### src/rtl/vnclip_pack_if.sv
// vnclip_pack types and handshake bundle.
// Package: instr/sew/vxrm encodings. Interface: beat in, word out.
package vnclip_pkg;

  typedef enum logic [1:0] {
    INSTR_VNCLIPU = 2'd0,
    INSTR_VNCLIP  = 2'd1,
    INSTR_RSVD2   = 2'd2,
    INSTR_RSVD3   = 2'd3
  } instr_type_t;

  typedef enum logic [1:0] {
    SEW_8  = 2'd0,
    SEW_16 = 2'd1,
    SEW_32 = 2'd2,
    SEW_64 = 2'd3
  } sew_t;

  typedef enum logic [1:0] {
    RNU_V = 2'd0,
    RNE_V = 2'd1,
    RDN_V = 2'd2,
    ROD_V = 2'd3
  } vxrm_t;

endpackage

interface vnclip_pack_if;
  import vnclip_pkg::*;

  logic        valid_i;
  logic        ready_o;
  instr_type_t instr_type_i;
  sew_t        sew_i;
  vxrm_t       vxrm_i;
  logic [63:0] data_vs2_i;
  logic [63:0] data_vs1_i;
  logic        last_i;
  logic        valid_o;
  logic        ready_i;
  logic [63:0] data_vd_o;
  logic        vxsat_o;

  modport slave (
    input  valid_i, instr_type_i, sew_i, vxrm_i,
    input  data_vs2_i, data_vs1_i, last_i, ready_i,
    output ready_o, valid_o, data_vd_o, vxsat_o
  );

  modport master (
    output valid_i, instr_type_i, sew_i, vxrm_i,
    output data_vs2_i, data_vs1_i, last_i, ready_i,
    input  ready_o, valid_o, data_vd_o, vxsat_o
  );

endinterface

### src/rtl/vnclip_pack.sv
// vnclip_pack: VNCLIP/VNCLIPU narrowing clip, two beats packed per word.
// Ports: clk_i, rst_i (sync, high), bus (vnclip_pack_if.slave).
// Build macro VNCLIP_ROUNDING_EN enables vxrm rounding; else truncate.
module vnclip_pack
  import vnclip_pkg::*;
(
  input  logic         clk_i,
  input  logic         rst_i,
  vnclip_pack_if.slave bus
);

  localparam logic [0:0] ST_EMPTY = 1'b0;
  localparam logic [0:0] ST_HALF  = 1'b1;

  logic [0:0]  r_state;
  logic [31:0] r_low;
  logic        r_low_sat;
  logic        r_valid;
  logic [63:0] r_data;
  logic        r_sat;

  logic [31:0] w_half;
  logic        w_sat;
  logic        w_sgn;
  logic        w_accept;
  logic        w_fin_half;
  logic        w_fin_last;
  logic        w_to_half;
  logic        w_complete;

  // One lane: returns {sat, narrowed value placed at bit pos}.
  // a_raw holds the W-bit element zero-extended; w is 16/32/64.
  function automatic logic [32:0] f_lane(
    input logic [63:0] a_raw,
    input logic [6:0]  w,
    input logic [5:0]  s_raw,
    input logic [4:0]  pos,
    input logic        sgn
`ifdef VNCLIP_ROUNDING_EN
    ,
    input vxrm_t       rm
`endif
  );
    logic [64:0] mask_w;
    logic [64:0] a;
    logic [6:0]  s;
    logic [6:0]  sew;
    logic [64:0] sh;
    logic [64:0] sum;
    logic [64:0] hi;
    logic [64:0] lo;
    logic [64:0] val;
    logic        r;
    logic        sat;
`ifdef VNCLIP_ROUNDING_EN
    logic [64:0] below;
    logic        g;
    logic        lsb;
    logic        sticky;
`endif
    mask_w = (65'd1 << w) - 65'd1;
    s      = {1'b0, s_raw} & (w - 7'd1);
    sew    = {1'b0, w[6:1]};
    a      = {1'b0, a_raw} & mask_w;
    // Sign-extend the element to 65 bits so >>> serves both types.
    if (sgn && a[w-7'd1]) a = a | ~mask_w;
    sh = 65'($signed(a) >>> s);
    r  = 1'b0;
`ifdef VNCLIP_ROUNDING_EN
    below  = (65'd1 << s) - 65'd1;
    g      = (s != 7'd0) && a[s-7'd1];
    lsb    = a[s];
    sticky = ((a & (below >> 1)) != 65'd0);
    case (rm)
      RNU_V:   r = g;
      RNE_V:   r = g & (lsb | sticky);
      ROD_V:   r = ~lsb & ((a & below) != 65'd0);
      default: r = 1'b0;
    endcase
`endif
    sum = sh + {64'd0, r};
    if (sgn) begin
      hi = (65'd1 << (sew - 7'd1)) - 65'd1;
      lo = ~hi;
    end else begin
      hi = (65'd1 << sew) - 65'd1;
      lo = '0;
    end
    sat = 1'b1;
    if ($signed(sum) > $signed(hi))      val = hi;
    else if ($signed(sum) < $signed(lo)) val = lo;
    else begin
      val = sum;
      sat = 1'b0;
    end
    val = val & ((65'd1 << sew) - 65'd1);
    return {sat, 32'(val << pos)};
  endfunction

  always_comb begin
    logic [32:0] v;
    w_half = '0;
    w_sat  = 1'b0;
    v      = '0;
    w_sgn  = (bus.instr_type_i == INSTR_VNCLIP);
    unique case (1'b1)
      (bus.sew_i == SEW_8): begin
        for (int j = 0; j < 4; j++) begin
          v = f_lane(64'(bus.data_vs2_i[j*16 +: 16]),
                     7'd16,
                     6'(bus.data_vs1_i[j*16 +: 4]),
                     5'(j*8), w_sgn
`ifdef VNCLIP_ROUNDING_EN
                     , bus.vxrm_i
`endif
                    );
          w_half = w_half | v[31:0];
          w_sat  = w_sat | v[32];
        end
      end
      (bus.sew_i == SEW_16): begin
        for (int j = 0; j < 2; j++) begin
          v = f_lane(64'(bus.data_vs2_i[j*32 +: 32]),
                     7'd32,
                     6'(bus.data_vs1_i[j*32 +: 5]),
                     5'(j*16), w_sgn
`ifdef VNCLIP_ROUNDING_EN
                     , bus.vxrm_i
`endif
                    );
          w_half = w_half | v[31:0];
          w_sat  = w_sat | v[32];
        end
      end
      (bus.sew_i == SEW_32): begin
        v = f_lane(bus.data_vs2_i,
                   7'd64,
                   bus.data_vs1_i[5:0],
                   5'd0, w_sgn
`ifdef VNCLIP_ROUNDING_EN
                   , bus.vxrm_i
`endif
                  );
        w_half = v[31:0];
        w_sat  = v[32];
      end
      // Illegal SEW: zero result, still consumed below.
      default: ;
    endcase
  end

`ifndef VNCLIP_ROUNDING_EN
  logic [1:0] w_unused_vxrm;
  assign w_unused_vxrm = bus.vxrm_i;
`endif

  assign bus.ready_o = ~r_valid | bus.ready_i;
  assign w_accept    = bus.valid_i & bus.ready_o;
  assign w_fin_half  = w_accept & (r_state == ST_HALF);
  assign w_fin_last  = w_accept & (r_state == ST_EMPTY) & bus.last_i;
  assign w_to_half   = w_accept & (r_state == ST_EMPTY) & ~bus.last_i;
  assign w_complete  = w_fin_half | w_fin_last;

  always_ff @(posedge clk_i) begin
    if (rst_i) begin
      r_state   <= ST_EMPTY;
      r_low     <= '0;
      r_low_sat <= 1'b0;
      r_valid   <= 1'b0;
      r_data    <= '0;
      r_sat     <= 1'b0;
    end else begin
      unique case (1'b1)
        w_fin_half: begin
          r_data  <= {w_half, r_low};
          r_sat   <= r_low_sat | w_sat;
          r_state <= ST_EMPTY;
        end
        w_fin_last: begin
          r_data <= {32'h0, w_half};
          r_sat  <= w_sat;
        end
        w_to_half: begin
          r_low     <= w_half;
          r_low_sat <= w_sat;
          r_state   <= ST_HALF;
        end
        default: ;
      endcase
      // A completing beat reloads the output even as it is taken.
      if (w_complete)        r_valid <= 1'b1;
      else if (bus.ready_i)  r_valid <= 1'b0;
    end
  end

  assign bus.valid_o   = r_valid;
  assign bus.data_vd_o = r_data;
  assign bus.vxsat_o   = r_sat;

endmodule

### src/flat_wrapper.sv
// flat-port wrapper written by rule: the top's interface ports become plain ports
module vnclip_pack_flat import vnclip_pkg::*;
  (clk_i, rst_i, bus_valid_i, bus_instr_type_i, bus_sew_i, bus_vxrm_i, bus_data_vs2_i, bus_data_vs1_i, bus_last_i, bus_ready_i, bus_ready_o, bus_valid_o, bus_data_vd_o, bus_vxsat_o);
  vnclip_pack_if bus_i ();
  input  logic clk_i;
  input  logic rst_i;
  input wire logic [$bits(bus_i.valid_i)-1:0] bus_valid_i;
  input wire logic [$bits(bus_i.instr_type_i)-1:0] bus_instr_type_i;
  input wire logic [$bits(bus_i.sew_i)-1:0] bus_sew_i;
  input wire logic [$bits(bus_i.vxrm_i)-1:0] bus_vxrm_i;
  input wire logic [$bits(bus_i.data_vs2_i)-1:0] bus_data_vs2_i;
  input wire logic [$bits(bus_i.data_vs1_i)-1:0] bus_data_vs1_i;
  input wire logic [$bits(bus_i.last_i)-1:0] bus_last_i;
  input wire logic [$bits(bus_i.ready_i)-1:0] bus_ready_i;
  output wire logic [$bits(bus_i.ready_o)-1:0] bus_ready_o;
  output wire logic [$bits(bus_i.valid_o)-1:0] bus_valid_o;
  output wire logic [$bits(bus_i.data_vd_o)-1:0] bus_data_vd_o;
  output wire logic [$bits(bus_i.vxsat_o)-1:0] bus_vxsat_o;
  assign bus_i.valid_i = bus_valid_i;
  assign bus_i.instr_type_i = bus_instr_type_i;
  assign bus_i.sew_i = bus_sew_i;
  assign bus_i.vxrm_i = bus_vxrm_i;
  assign bus_i.data_vs2_i = bus_data_vs2_i;
  assign bus_i.data_vs1_i = bus_data_vs1_i;
  assign bus_i.last_i = bus_last_i;
  assign bus_i.ready_i = bus_ready_i;
  assign bus_ready_o = bus_i.ready_o;
  assign bus_valid_o = bus_i.valid_o;
  assign bus_data_vd_o = bus_i.data_vd_o;
  assign bus_vxsat_o = bus_i.vxsat_o;
  vnclip_pack u_core (.clk_i(clk_i), .rst_i(rst_i), .bus(bus_i));
endmodule
### config.mk
export PLATFORM = sky130hd
export DESIGN_NAME = vnclip_pack_flat
export DESIGN_NICKNAME = d
export VERILOG_FILES = /design/src/rtl/vnclip_pack_if.sv /design/src/rtl/vnclip_pack.sv /design/src/flat_wrapper.sv
export SDC_FILE = /design/constraint.sdc
export NUM_CORES = 1
export LEC_CHECK = 0
export ABC_AREA = 1
export CORE_MARGIN = 2
export CORE_UTILIZATION = 30
export DETAILED_ROUTE_END_ITERATION = 12
export GPL_ROUTABILITY_DRIVEN = 0
export GPL_TIMING_DRIVEN = 0
export PLACE_DENSITY = 0.48
export SETUP_SLACK_MARGIN = 0.02
export SLEW_MARGIN = 25
export SYNTH_ARGS = -nofsm -noshare
export SYNTH_HDL_FRONTEND = slang
export SYNTH_SLANG_ARGS = --single-unit
### constraint.sdc
create_clock -name clk_i -period 6.1 [get_ports clk_i]
set_input_delay 1.22 -clock clk_i [delete_from_list [all_inputs] [get_ports clk_i]]
set_output_delay 1.22 -clock clk_i [all_outputs]
set_load 0.05 [all_outputs]
==> After elaboration in Yosys (flattened, before gate mapping) <==
Index checks and enable logic that the tools add are counted.
Widths: inputs -> output; s select.
{ "word_totals": {"reg_bits": 100, "input_bits": 139, "output_inout_bits": 67} }
{ "op_classes": {"magnitude_cmp": 14, "eq_ne": 3, "shift": 7, "n_mux": 73, "bitwise": 19, "n_reduce_logical": 8} }
{ "op_table": {"columns": ["operator", "count"], "rows": [
  ["$mux 65", 23],
  ["$gt 65x65->1", 7],
  ["$lt 65x65->1", 7],
  ["$sshr 65x4->65", 4],
  ["$sshr 65x5->65", 2],
  ["$pmux 64 s2", 1],
  ["$mux 16", 7],
  ["$mux 8", 13],
  ["$mux 32", 3],
  ["$pmux 32 s3", 1],
  ["$sshr 65x6->65", 1],
  ["$or 16x32->32", 1],
  ["$or 32x24->32", 1],
  ["$or 32x32->32", 1],
  ["$mux 1", 22],
  ["$or 8x16->16", 1],
  ["$or 1x1->1", 7],
  ["$reduce_bool 2->1", 3],
  ["$and 1x1->1", 5],
  ["$eq 2x1->1 const B", 2],
  ["$logic_and 1x1->1", 4],
  ["$pmux 1 s2", 2],
  ["$not 1->1", 3],
  ["$pmux 1 s3", 1],
  ["other kinds (2)", 2]
]} }

==> Logic depth before layout (Yosys ltp) <==
Gate-level depths: netlist of run 1.
{ "logic_depth": {"word_depth": 15, "mapped_depth": 29} }

==> Worst setup path before layout of run 1 <==
Ideal clock, no wire load.
{ "synth_timing": {"path_kind": "input-to-reg", "startpoint": "input port bus_instr_type_i[1]", "endpoint": "register u_core.r_data[7], in the netlist u_core.bus.data_vd_o[7]", "setup_time_ps": 70, "arrival_time_ps": 5000, "path_slack_ps": 1030, "path_stages": 28, "cell_sequence": "inv_1 > nand2_1 > buf_2 > a21oi_1 > nand3_1 > nand3_1 > nand3_1 > nand2_1 > nand2_1 > nand2_1 > ha_1 > nand2_1 > nor2_1 > nand4_1 > nor2_1 > o21ai_0 > o2111ai_1 > nand2_1 > nand2_1 > nand2_1 > nand3_1 > clkbuf_1 > nand3_1 > nand2_1 > nand2_1 > nand3_1 > nand2_1 > a21oi_1"} }
{ "synth_between": {"elab_chain_cells": 14, "elab_cells_between_ends": 45} }
{ "synth_rtl": {"columns": ["element", "line", "rtl"], "rows": [
  ["start, declared", "flat_wrapper.sv:8", "input wire logic [$bits(bus_i.instr_type_i)-1:0] bus_instr_type_i;"],
  ["$eq 2x1->1 *", "vnclip_pack.sv:105", "w_sgn = (bus.instr_type_i == INSTR_VNCLIP);"],
  ["$logic_and 1x1->1", "vnclip_pack.sv:66", "if (sgn && a[w-7'd1]) a = a | ~mask_w;"],
  ["$mux 65", "vnclip_pack.sv:66", null],
  ["$mux 65", "vnclip_pack.sv:106", "unique case (1'b1)"],
  ["$sshr 65x4->65", "vnclip_pack.sv:67", "sh = 65'($signed(a) >>> s);"],
  ["$lt 65x65->1", "vnclip_pack.sv:91", "else if ($signed(sum) < $signed(lo)) val = lo;"],
  ["$mux 8", "vnclip_pack.sv:91", null],
  ["$mux 8", "vnclip_pack.sv:90", "if ($signed(sum) > $signed(hi)) val = hi;"],
  ["$mux 8", "vnclip_pack.sv:106", null],
  ["$or 8x16->16", "vnclip_pack.sv:117", "w_half = w_half | v[31:0];"],
  ["$or 32x24->32", "vnclip_pack.sv:117", null],
  ["$or 32x32->32", "vnclip_pack.sv:117", null],
  ["$pmux 32 s3 *", "vnclip_pack.sv:106", null],
  ["$pmux 64 s2 *", "vnclip_pack.sv:173", "unique case (1'b1)"],
  ["end signal, assigned", "vnclip_pack.sv:175", "r_data <= {w_half, r_low};"],
  ["end signal, assigned", "vnclip_pack.sv:180", "r_data <= {32'h0, w_half};"],
  ["end, declared", "vnclip_pack.sv:19", "logic [63:0] r_data;"]
]} }
Every way passes the cells marked *; elsewhere a longest branch is shown, timed or not. The select of a mux whose other input is x is not followed.
A chain may end at the register's enable or synchronous reset.

==> Final worst setup path of run 1 <==
{ "layout_timing": {"startpoint": "input port bus_data_vs1_i[0]", "endpoint": "register u_core.r_low[19]"} }
{ "layout_between": {"elab_chain_cells": 5, "elab_cells_between_ends": 6} }
{ "layout_rtl": {"columns": ["element", "line", "rtl"], "rows": [
  ["start, declared", "flat_wrapper.sv:12", "input wire logic [$bits(bus_i.data_vs1_i)-1:0] bus_data_vs1_i;"],
  ["$sshr 65x6->65 *", "vnclip_pack.sv:67", null],
  ["$lt 65x65->1", "vnclip_pack.sv:91", null],
  ["$mux 32", "vnclip_pack.sv:91", null],
  ["$mux 32 *", "vnclip_pack.sv:90", null],
  ["$pmux 32 s3 *", "vnclip_pack.sv:106", null],
  ["end signal, assigned", "vnclip_pack.sv:184", "r_low <= w_half;"],
  ["end, declared", "vnclip_pack.sv:16", "logic [31:0] r_low;"]
]} }
Every way passes the cells marked *; elsewhere a longest branch is shown, timed or not.

==> metrics.yaml, run 1 <==
status:
  status: "complete, no violations"
floorplanning:
  die_w_um: 242
  rows: 87
  die_area_um2: 58400
  die_height_um: 242
  ios: 206
  core_um2: 56200
  start_util_pct: 30.2
timing:
  fin_ws_ns: 0.272
  tns_ns: 0
  grt_setup_unrepaired: "false"
  maxSlewViolCount: 0
  skew_ns: 0.00662
  fin_hold_ws_ns: 0.466
  relSlewSlack_pct: 41.4
  finalCritPeriodShare_pct: 95.5
  hold_viol: 0
  fmax_mhz: 172
  setup_viol: 0
  min_period_ns: 5.83
  tightest_slew_ns: 0.876
cts:
  path_clk_slew_ns: 0.07
  cts_tree: "done"
  htree_levels: 3
  cts_root_buffer: "clkbuf_16"
  clock-sinks: 100
  clk_path_buf_depth: 2
  holdBufCountCts: 0
  numCtsBuffers: 9
  clock_latency_ns: 0.36
routing:
  first_pass_iters: 6
  routedWlPerCell_um: 20.3
  drc_errors: 0
  vias_per_cell: 5.53
  vias: 23157
  wl_met2_mm: 35.5
  routed.top_layer: "met4"
  wl_mm: 84.9
  drtIter0Drc: 2558
  ant_nets: 0
  wirelength_met1_mm: 37.8
  wl_met3_mm: 7.41
flow_run:
  max-cap-violations: 0
grt:
  grt_pass1_wl_mm: 128
  grt_max_degree: 56
  grt_usage_pct: 28.0
  grt_pass1_vias: 21281
  overflow: 0
  antenna_found_initial: 0
pwr:
  power_leakage_nw: 9.70
  total_power_mw: 3.15
  p_per_area_nw_per_um2: 160
  power_frac_seq_pct: 22.6
  p_sw_share_pct: 49.4
  p_comb_share_pct: 57.3
  p_sw_mw: 1.56
  vdd_drop_max_mv: 0.179
  intPower_mw: 1.60
  pwr-share-clk_pct: 20.1
yosys:
  synth_top_cell_area_share_pct: 28.0
  ys_warn_count: 0
  synthCells: 3274
  synth_edf_count: 0
  async_reset_ff_share_pct: 0
  synth_area_leaders: "nand2_1, nand3_1, dfxtp_1, ha_1, o21ai_0"
  seq_area_frac_synth_pct: 11.8
  yosysTopAreaCell: "nand2_1"
  synth_cell_type_count: 46
  synth-seq-cells: 100
  syn_avg_cell_area_um2: 5.18
  synth_ff_type: "dfxtp_1"
  synth_area_um2: 17000
  syn_nets: 3523
worst_setup_path:
  arrival_ns: 6.08
  timing.rr.end: "u_core.bus.data_vd_o[61]"
  worstSetupStartpointType: "input port"
  crit_path_end_kind: "flop"
  rrSetupSlack_ns: 3.71
  r2r_cells: 10
  r2r_start: "u_core.bus.valid_o"
  required_ns: 6.35
  critPathKind: "input port to flop"
  crit_fanout: 10
place:
  place_ws_ns: -0.226
  placed_area_um2: 19400
  io_buffers: 143
  hpwl_mm: 71.9
final_layout:
  syn_to_final_growth_pct: 16.2
  drive_gt1_share_pct: 3.29
  design_area_um2: 19700
  antenna_cells: 0
  fin_nets: 3678
hold_path:
  min_from: "u_core.bus.data_vd_o[62]"
  hold_end: "u_core.bus.data_vd_o[62]"
  hold_class: "flop to flop"
  worst_hold_path.num_cells: 2
==> layout by cell type (no fill, tap or decap), types with 32 or more instances in the layout <==
cell             instances
o21ai_0                190
buf_1                   42
nand2_1               1266
nand3_1                651
a22oi_1                 32
buf_2                   53
clkdlybuf4s50_1        143
dfxtp_1                100
inv_1                  226
o21ai_1                 41
ha_1                   110
nor2_1                 139
a21oi_1                164
clkbuf_1                90
==> power groups by stage <==
stage | sequential, mW | clock [mW] | combinational, mW
6_report | 0.713 | 0.633 | 1.81
5_1_grt | 0.717 | 0.672 | 1.99
4_1_cts | 0.713 | 0.650 | 1.76
3_5_place_dp | 0.728 | 0 | 1.76
3_3_place_gp | 0.728 | 0 | 1.76
2_1_floorplan | 0.794 | 0 | 1.09
==> synthesized netlist by cell type, types with 14 or more instances <==
cell type	n
o211ai_1	23
ha_1	110
nand2_1	1266
o21ai_0	191
inv_1	226
o21ai_1	40
clkbuf_1	91
nor2_1	139
a22oi_1	32
buf_1	42
buf_2	54
dfxtp_1	100
nand3_1	651
nand4_1	23
a21oi_1	164
nor3_1	14
==> flip-flops by register name (all words and copies together), names as in the netlist <==
name	count
u_core.bus.vxsat_o	1
u_core.r_state	1
u_core.bus.valid_o	1
u_core.r_low_sat	1
u_core.r_low	32
u_core.bus.data_vd_o	64
==> worst max path at each step <==
stage,start,to,slack (ns),depth (start not counted)
finish,bus_data_vs1_i[0],u_core.r_low[19],0.27,28
global route,bus_instr_type_i[1],u_core.bus.data_vd_o[21],0.02,29
CTS,bus_instr_type_i[1],u_core.r_low[24],0.15,27
detailed placement,bus_instr_type_i[1],u_core.r_low[24],-0.23,27
global placement,bus_instr_type_i[1],u_core.r_low[24],-1.69,27
floorplan,bus_instr_type_i[1],u_core.bus.data_vd_o[7],1.03,28
==> kinds of logic (layout without fill, tap and decap cells) <==
kind of cell / count (synthesis) / after routing / synth area share [%]
muxes: 5 / 5 / 0.295
buffers and inverters: 443 / 603 / 10.8
adders and majority gates: 110 / 110 / 8.12
and+or+nand+nor: 2125 / 2125 / 53.0
DFF: 100 / 100 / 11.8
AOI/OAI and AO/OA: 491 / 491 / 16.0
==> critical path: stages <==
cell	delay (ns)
clkdlybuf4s50_1	0.61
buf_4	0.26
buf_4	0.24
nand2_1	0.19
nand3_1	0.17
nand3_1	0.14
nand3_1	0.14
nand3_1	0.13
nand3_1	0.16
nand2_1	0.13
ha_1	0.21
a21oi_1	0.12
o21ai_0	0.09
nand2_1	0.06
o211ai_1	0.07
o21ai_0	0.20
o2111ai_1	0.17
nand2_1	0.09
nand2_1	0.06
nand2_1	0.05
nand3_1	0.26
clkbuf_2	0.32
nand3_1	0.18
nand2_1	0.08
nand2_1	0.17
nand3_1	0.28
o21ai_1	0.20
inv_1	0.05
==> metal layers <==
layer  track usage [%]  vias to the layer above
met5                 0                        -
met4              12.4                        0
met3              3.23                      179
met2              43.4                     1170
met1              39.0                    10598
li1                  -                    11210
==> stage by stage <==
step | instances | util [%]
2_1_floorplan | 3274 | -
3_3_place_gp | 4173 | 34.4
3_5_place_dp | 4174 | 34.5
4_1_cts | 4190 | 35.0
5_1_grt | 4190 | 35.1
6_report | 4190 | 35.1
==> repair_timing <==
| item | in CTS | in global routing |
|---|---|---|
| setup endpoints to repair | 0 | 53 |
| resized for setup | 0 | 7 |
| buffers inserted | 0 | 0 |
==> final cells by class <==
cell class | instances | area [um^2]
flip-flops and latches | 100 | 2000
multi-input cells | 2731 | 13100
inverters | 236 | 886
clock buffers | 10 | 229
clock inverters | 6 | 95.1
repair buffers | 144 | 1460
fillers | 6592 | 36500
well taps | 756 | 946
plain buffers | 207 | 958
Power figures use the tool's default switching activity.
==> run 2: changes to the inputs <==
--- a/config.mk
+++ b/config.mk
@@ -6,14 +6,17 @@
 export NUM_CORES = 1
 export LEC_CHECK = 0
 export ABC_AREA = 1
+export CELL_PAD_IN_SITES_DETAIL_PLACEMENT = 0
+export CELL_PAD_IN_SITES_GLOBAL_PLACEMENT = 2
 export CORE_MARGIN = 2
-export CORE_UTILIZATION = 30
+export CORE_UTILIZATION = 29
 export DETAILED_ROUTE_END_ITERATION = 12
 export GPL_ROUTABILITY_DRIVEN = 0
 export GPL_TIMING_DRIVEN = 0
-export PLACE_DENSITY = 0.48
+export PLACE_DENSITY = 0.84
 export SETUP_SLACK_MARGIN = 0.02
 export SLEW_MARGIN = 25
 export SYNTH_ARGS = -nofsm -noshare
 export SYNTH_HDL_FRONTEND = slang
 export SYNTH_SLANG_ARGS = --single-unit
+export TNS_END_PERCENT = 50
==> run 2 against run 1 <==
- wire length is 5.0% higher
- hold slack about the same
- clock-buffer cell count grew 1
- total power shrank 1.5%
- register-to-register slack worse by 0.05 ns
- global-route usage up 0.85 points
- first-iteration DRC count up 2.3%
- final area down 0.12%
- via count shrank 0.41%
- critical path depth fell by 6
- sequential power barely moved
- largest cell class unchanged
- largest power group unchanged
==> metrics.yaml, run 2 (synthesized netlist as in run 1, its figures left out) <==
cts:
  htree_levels: 3
  clock_latency_ns: 0.36
  cts_tree: "done"
  clock-sinks: 100
  cts_root_buffer: "clkbuf_16"
  holdBufCountCts: 0
  numCtsBuffers: 9
  postCtsSetupRepairBufs: 0
  path_clk_slew_ns: 0.07
  clk_path_buf_depth: 2
final_layout:
  layout_common_cells: "nand2_1, nand3_1, inv_1, o21ai_0, a21oi_1"
  drive_gt1_share_pct: 3.38
  fin_nets: 3678
  final_core_utilization_pct: 34.1
  final_common_cell: "nand2_1"
  largest_register_ffs: 64
  stdcell_count: 4199
  antenna_cells: 0
  design_area_um2: 19700
  syn_to_final_growth_pct: 16.0
status:
  status: "complete, no violations"
grt:
  antenna_found_initial: 0
  grtUsageMet1_pct: 40.3
  grt_max_degree: 62
  use_met3_pct: 4.01
  overflow: 0
  globalRouteMet2Util_pct: 44.1
  grt_usage_pct: 28.9
  grt_pass1_vias: 21570
  busiest_layer: "met2"
  grt_pass1_wl_mm: 133
worst_setup_path:
  cp_top_family: "compound AO/OA/AOI/OAI gates"
  critPathKind: "input port to flop"
  path_common_cell: "nand2_1"
  required_ns: 6.32
  critical-path-max-stage-delay_ns: 0.64
  critPathSlowestCell: "clkdlybuf4s50_1"
  path_cells: "clkdlybuf4s50_1, nand3_1, buf_2, buf_2, nand2_1, o21ai_1, mux2i_1, nand2_1, nand2_1, ha_1, a21oi_1, o31a_1, nor2_1, a211oi_1, nand3_2, o21ai_1, a21boi_0, nor2_1, a21oi_1, nand2_1, nand2_1, a21oi_1"
  critPathBufInv: 3
  worstSetupStartpointType: "input port"
  crit_fanout: 10
  arrival_ns: 5.98
  crit_path_end_kind: "flop"
timing:
  fmax_mhz: 174
  hold_viol: 0
  finalCritPeriodShare_pct: 94.3
  skew_ns: 0.00785
  maxSlewViolCount: 0
  min_period_ns: 5.75
  setup_viol: 0
  tns_ns: 0
  grt_setup_unrepaired: "true"
  tightest_slew_ns: 0.848
  relSlewSlack_pct: 43.3
floorplanning:
  start_util_pct: 29.4
  die_w_um: 246
  core_um2: 57700
  die_height_um: 246
  ios: 206
  die_area_um2: 60400
  rows: 88
place:
  placed_area_um2: 19400
  io_buffers: 143
  hpwl_mm: 75.2
  place_inst: 4183
pwr:
  power_leakage_nw: 9.69
  p_per_area_nw_per_um2: 158
  total_power_mw: 3.10
  vdd_drop_max_mv: 0.219
routing:
  drtIter0Drc: 2616
  first_pass_iters: 7
  ant_nets: 0
  wl_mm: 89.1
  routedWlPerCell_um: 21.2
  vias_per_cell: 5.49
  vias: 23063
  drc_errors: 0
flow_run:
  max-cap-violations: 0
hold_path:
  hold_class: "flop to flop"
run 2: changes by cell type in the layout (fill, tap and decap cells not counted):
cell,previous run,this run
inv_6,2,0
o21ai_1,41,42
nand3_1,651,650
clkbuf_2,2,3
clkinvlp_4,0,2
nand2_1,1266,1265
clkbuf_1,90,89
clkbuf_8,0,1
nand2_2,4,5
bufinv_16,2,0
nand3_2,3,4
clkinv_2,0,1
o21ai_0,190,189
run 2: cell type report:
class	instances	area (um^2)
fill	6881	38000
multi-input combinational	2731	13100
sequential	100	2000
timing repair buffer	144	1460
buffer	207	960
tap	765	957
inverter	236	886
clock buffer	11	243
clock inverter	5	37.5
run 2: path summary, 6_finish.rpt:
check	from	endpoint	slack, ns	cells after the start
setup / recovery	bus_data_vs2_i[63]	u_core.bus.data_vd_o[63]	0.35	22
hold / removal	u_core.bus.data_vd_o[46]	u_core.bus.data_vd_o[46]	0.47	2
setup reg to reg	u_core.bus.valid_o	u_core.bus.data_vd_o[60]	3.66	10
hold reg to reg	u_core.bus.data_vd_o[46]	u_core.bus.data_vd_o[46]	0.47	2
run 2: what timing repair did:
item	in CTS	in global routing
hold endpoints to repair	0	0
endpoints found under the setup margin	0	92
resized for setup	0	12
run 2: power breakdown:
group,internal (mW),switching (mW)
logic,0.540,1.30
clock network,0.289,0.260
registers,0.691,0.0209
total,1.52,1.58
run 2: layer usage:
metal / share of wire [%] / up-vias / routed length, um
met5: 0 / - / 0
met4: 4.8 / 0 / 4270
met3: 8.3 / 191 / 7380
met2: 41 / 1064 / 36900
met1: 46 / 10614 / 40600
li1: - / 11194 / -
run 2: stage by stage:
step                setup slack [ns]  hold WS [ns]
floorplan                       1.03         0.444
global placement               -1.79         0.454
detailed placement            -0.297         0.458
CTS                           0.0671         0.469
global route                  0.0156         0.482
finish                         0.348         0.466
run 2: tightest hold or removal path: stages, from the launching register on:
cell and delay (ns):
dfxtp_1 0.31, nand2_1 0.06, a21oi_1 0.05
